### config.mk
export PLATFORM = sky130hd
export DESIGN_NAME = modn_updown_counter
export DESIGN_NICKNAME = d
export VERILOG_FILES = /design/src/rtl/modn_updown_counter.sv
export SDC_FILE = /design/constraint.sdc
export NUM_CORES = 1
export LEC_CHECK = 0
export CORE_MARGIN = 8
export CORE_UTILIZATION = 29
export CTS_CLUSTER_DIAMETER = 40
export DETAILED_ROUTE_END_ITERATION = 10
export GPL_TIMING_DRIVEN = 0
export REMOVE_ABC_BUFFERS = 1
export SLEW_MARGIN = 0
export SYNTH_ARGS = -nofsm -noshare
export SYNTH_HDL_FRONTEND = slang
export SYNTH_HIERARCHICAL = 1
export SYNTH_SLANG_ARGS = --single-unit
### constraint.sdc
create_clock -name clk -period 2.6 [get_ports clk]
set_clock_uncertainty 0.2 [all_clocks]
set_input_delay 0.52 -clock clk [delete_from_list [all_inputs] [get_ports clk]]
set_output_delay 0.52 -clock clk [all_outputs]
set_load 0.05 [all_outputs]
### src/rtl/modn_updown_counter.sv
// Parametrised modulo-MODULUS up/down counter with parallel load, wrap or
// saturate at the range ends, sticky overflow and a cascadable terminal count.

module modn_updown_counter_chk #(
  parameter int WIDTH   = 4,
  parameter int MODULUS = 10
) (
  input logic             clk,
  input logic             clr,
  input logic             en,
  input logic             up,
  input logic             load,
  input logic [WIDTH-1:0] q,
  input logic             tc,
  input logic             ovf
);

  localparam logic [WIDTH-1:0] max_c  = WIDTH'(MODULUS - 1);
  localparam logic [WIDTH-1:0] zero_c = {WIDTH{1'b0}};

  a_q_in_range: assert property (@(posedge clk) disable iff (!clr) q <= max_c);

  a_tc_needs_en: assert property (@(posedge clk) disable iff (!clr) tc |-> en);

  a_tc_decode: assert property (@(posedge clk) disable iff (!clr)
    tc == (en & ((up & (q == max_c)) | (~up & (q == zero_c)))));

  a_load_clears_ovf: assert property (@(posedge clk) disable iff (!clr) load |=> !ovf);

endmodule

module modn_updown_counter #(
  parameter int WIDTH   = 4,
  parameter int MODULUS = 10
) (
  input  logic             clk,
  input  logic             clr,
  input  logic             en,
  input  logic             up,
  input  logic             load,
  input  logic [WIDTH-1:0] din,
  input  logic             sat,
  output logic [WIDTH-1:0] q,
  output logic             tc,
  output logic             ovf
);

  localparam logic [WIDTH-1:0] max_c  = WIDTH'(MODULUS - 1);
  localparam logic [WIDTH-1:0] zero_c = {WIDTH{1'b0}};
  localparam logic [WIDTH-1:0] one_c  = WIDTH'(1);

  // A modulus the count register cannot hold must stop elaboration, not truncate.
  generate
    if (MODULUS < 2 || MODULUS > (1 << WIDTH)) begin : g_bad_modulus
      $error("modn_updown_counter: MODULUS=%0d invalid for WIDTH=%0d", MODULUS, WIDTH);
    end
  endgenerate

  logic [WIDTH-1:0] q_r;
  logic [WIDTH-1:0] q_nxt_s;
  logic             ovf_r;
  logic             ovf_nxt_s;
  logic             at_max_s;
  logic             at_min_s;
  logic             tc_s;

  // End-of-range decode of the registered count; tc has zero latency for cascading.
  always_comb begin
    at_max_s = (q_r == max_c);
    at_min_s = (q_r == zero_c);
    tc_s     = en & ((up & at_max_s) | (~up & at_min_s));
  end

  // Next-state selection: load beats count beats hold.
  always_comb begin
    q_nxt_s   = q_r;
    ovf_nxt_s = ovf_r;
    if (load) begin
      q_nxt_s   = (din > max_c) ? max_c : din;
      ovf_nxt_s = 1'b0;
    end else if (en) begin
      if (tc_s) begin
        // Range end reached: flag it, then either stick or jump to the far end.
        ovf_nxt_s = 1'b1;
        if (sat) begin
          q_nxt_s = q_r;
        end else begin
          q_nxt_s = up ? zero_c : max_c;
        end
      end else begin
        ovf_nxt_s = ovf_r;
        q_nxt_s   = up ? (q_r + one_c) : (q_r - one_c);
      end
    end else begin
      q_nxt_s   = q_r;
      ovf_nxt_s = ovf_r;
    end
  end

  // State registers with asynchronous clear.
  always_ff @(posedge clk or negedge clr) begin
    if (!clr) begin
      q_r   <= zero_c;
      ovf_r <= 1'b0;
    end else begin
      q_r   <= q_nxt_s;
      ovf_r <= ovf_nxt_s;
    end
  end

  assign q   = q_r;
  assign ovf = ovf_r;
  assign tc  = tc_s;

  modn_updown_counter_chk #(
    .WIDTH   (WIDTH),
    .MODULUS (MODULUS)
  ) u_chk (
    .clk  (clk),
    .clr  (clr),
    .en   (en),
    .up   (up),
    .load (load),
    .q    (q_r),
    .tc   (tc_s),
    .ovf  (ovf_r)
  );

endmodule

==> run_results.csv, run 1 <==
group,metric,value,unit
run_status,run_status,"finished, final reports clean",
setup_path,cp_cell_sequence,"clkdlybuf4s50_1 > inv_1 > nor2_2 > buf_4",
global_route,largest_net_degree_at_the_start_of_global_routing,11,
cts,clkTransAtPathRegs,0.04,ns
floorplan,design.core.area,0.00128,mm^2
global_route,grt_first_pass_wirelength,1680,um
floorplan,chipHeight,53.0,um
synth,synth.distinct_cells,26,
floorplan,io-pin-count,16,
cts,clock_tree.htree_level_count,1,
global_route,grt_pass1_vias,396,
detailed_routing,routedWlPerCell,12.8,um
setup_path,crit_start,"en",
sta,fin_ws,0.300,ns
pwr,internal-power,0.219,mW
synth,postSynthRegisterBits,5,
placement,place_ws,-0.582,ns
detailed_routing,avg_vias_per_cell,4.68,
layout,drive_above_1_share,0.138,
pwr,power.switching_fraction,0.395,
cts,total_cts_buffers,3,
worst_hold_path,hold_path_class,"in2async",
layout,postLayoutCoreUtil,0.457,
pwr,power_density,618,mW/mm^2
synth,share_of_synthesized_flip_flops_with_an_asynchronous_set_or_reset,1.00,
sta,max_slew_margin,0.660,
setup_path,crit_type,"in2out",
cts,clock_tree_from_tritoncts,"done",
layout,instances_no_fill,80,
setup_path,cp_data_required_time,1.88,ns
detailed_routing,routed_wirelength,1020,um
placement,place.detailed.hpwl,820,um
pwr,power.share.combinational,0.464,
sta,fmaxAchievable,435,MHz
sta,layout_worst_path_cycle_share,0.884,
synth,yosysWarningCount,6,
setup_path,cpPeakStageDelay,0.51,ns
sta,fin_hold_ws,0.292,ns
setup_path,worstRegToRegCells,6,
pwr,ir_worst_vdd,0.393,mV
synth,synth_area,397,um^2
synth,syn_avg_cell_area,8.44,um^2
detailed_routing,routed-via-count,374,
synth,synthCells,47,
placement,dpl.cell_count,76,
setup_path,worst_setup_path_end_kind,"output pin",
detailed_routing,detail_route.first_pass.iterations,4,
detailed_routing,drc,0,
global_route,gr-usage-all-layers,0.0817,
pwr,p_switching,0.143,mW
global_route,grt.overflow.total,0,
sta,endpoints_failing_setup,0,
synth,synth_edf_count,0,
setup_path,timing.rr.start,"q[1]",
cts,cts_buffer_depth,2,
synth,synth-seq-area-share,0.315,
cts,clock_tree.root_cell,"sky130_fd_sc_hd__clkbuf_4",
floorplan,die_area,0.00281,mm^2
floorplan,chipWidth,53.0,um
pwr,clkPwrFrac,0.249,
sta,finalMaxSlewViolations,0,
layout,syn2layout_area_growth,47.9,%
setup_path,worst_path_max_delay_cell,"sky130_fd_sc_hd__clkdlybuf4s50_1",
sta,worst_pin_slew,0.509,ns
job,max_cap_violations,0,
floorplan,start_util,0.309,
setup_path,critPathArrivalTime,1.58,ns
cts,clk_latency,0.24,ns
global_route,grt_antenna_before_repair,0,
sta,finalSetupTns,0,ns
pwr,power.static_leakage,0.267,nW
setup_path,setup_crit_start_kind,"primary input",
pwr,power_frac_seq,0.286,
layout,diodes,0,
synth,ys_dominant_reg_cell,"sky130_fd_sc_hd__dfrtp_1",
placement,numPortBuffers,15,
detailed_routing,dr.first_iter.drc_count,6,
cts,cts.sinks,5,
sta,rsz_0062_raised_after_global_routing,"false",
floorplan,core.rowCount,13,
setup_path,critPathTopFamily,"buffers and inverters",
sta,post-route-min-period,2.30,ns
placement,gpl.final_weighted_congestion,0.730,
setup_path,critical_path_peak_fanout,5,
detailed_routing,drtAntennaViolNets,0,
cts,cts_post_setup_buffers_inserted,0,
setup_path,worst-path-stages,4,
sta,timing_hold_violations_final,0,
setup_path,critPathBufInv,3,
layout,nNetsFinal,79,
## cell type report
cell class	instances	area, um^2
multi-input cells	36	248
fillers	143	698
well taps	15	18.8
repair buffers	15	150
inverters	5	18.8
clock buffers	4	26.3
flip-flops and latches	5	125
## per-layer routing
| metal | GRT usage | vias up | routed length [um] |
|---|---|---|---|
| li1 | - | 196 | - |
| met1 | 0.0927 | 159 | 483 |
| met2 | 0.117 | 19 | 439 |
| met3 | 0.0504 | 0 | 99 |
| met4 | 0.0388 | 0 | 0 |
| met5 | 0 | - | 0 |
## repair_timing
action | CTS | global route
setup endpoints to repair | 1 | 2
resized for setup | 6 | 1
hold buffers | 0 | 0
gates cloned | 0 | 0
## cell families after synthesis
kind of cell	after synthesis	share of synthesized area
simple gates	16	0.215
compound gates	14	0.230
buf+inv	6	0.0599
flops	5	0.315
xor+xnor	3	0.0663
fa+ha+maj	3	0.114
## placed cells by master, fill, tap and decap left out, types with 2 or more instances in the layout
cell                              instances
sky130_fd_sc_hd__o21a_1                   2
sky130_fd_sc_hd__clkbuf_4                 3
sky130_fd_sc_hd__clkdlybuf4s50_1         13
sky130_fd_sc_hd__o21ai_0                  4
sky130_fd_sc_hd__xnor2_1                  2
sky130_fd_sc_hd__nor2_1                   4
sky130_fd_sc_hd__inv_1                    5
sky130_fd_sc_hd__nand2_1                  3
sky130_fd_sc_hd__nor2b_1                  2
sky130_fd_sc_hd__dfrtp_1                  5
sky130_fd_sc_hd__ha_1                     2
sky130_fd_sc_hd__a21oi_1                  2
## synth_stat cells (2+ instances only)
| cell | instances | area share |
|---|---|---|
| sky130_fd_sc_hd__dfrtp_1 | 5 | 0.32 |
| sky130_fd_sc_hd__inv_1 | 5 | 0.047 |
| sky130_fd_sc_hd__nor2_1 | 4 | 0.038 |
| sky130_fd_sc_hd__o21ai_0 | 4 | 0.050 |
| sky130_fd_sc_hd__nand2_1 | 3 | 0.028 |
| sky130_fd_sc_hd__a21oi_1 | 2 | 0.025 |
| sky130_fd_sc_hd__ha_1 | 2 | 0.063 |
| sky130_fd_sc_hd__nor2b_1 | 2 | 0.032 |
| sky130_fd_sc_hd__o21a_1 | 2 | 0.038 |
| sky130_fd_sc_hd__xnor2_1 | 2 | 0.044 |
## path summary, 6_finish.rpt
path | slack (ns) | end
worst max-delay path | 0.30 | tc
worst min-delay path | 0.29 | q[3]
worst max register to register | 0.59 | q[3]
worst min register to register | 0.31 | ovf
max in group asynchronous | 1.72 | q[0]
min in group clk | 0.31 | ovf
## per-stage QoR
step	area [um^2]	total power, mW
CTS	584	0.369
floorplan	392	0.212
finish	587	0.362
global route	587	0.389
detailed placement	561	0.274
global placement	561	0.274
## sequential cells by signal, indices dropped and copies added, names as in the netlist
name / count
ovf: 1
q: 4
## power by group through the flow
stage / Clock, mW / Sequential (mW) / Combinational, mW
floorplan: 0 / 0.142 / 0.0701
global placement: 0 / 0.106 / 0.168
detailed placement: 0 / 0.105 / 0.168
CTS: 0.0956 / 0.105 / 0.169
global route: 0.102 / 0.107 / 0.180
finish: 0.0904 / 0.104 / 0.168
## worst reg2reg max path, delay by kind of cell (launching register included)
family                   cells  cell delay (ns)
flip-flops                   1             0.41
AO/OA/AOI/OAI                2             0.35
XOR/XNOR                     1             0.11
AND/OR/NAND/NOR              2             0.58
adder cells (fa/ha/maj)      1             0.29
No activity file was read; power rests on OpenSTA's default activity.
==> run 2, diff against run 1 <==
- CAP_MARGIN: not set -> 20
==> results of run 2 <==
Same layout as run 1: the final DEF is identical, and so are final timing and power.
==> run 3, diff against run 2 <==
- ABC_CLOCK_PERIOD_IN_PS: not set -> 2600
==> results of run 3 <==
Same layout as run 1: the final DEF is identical, and so are final timing and power.
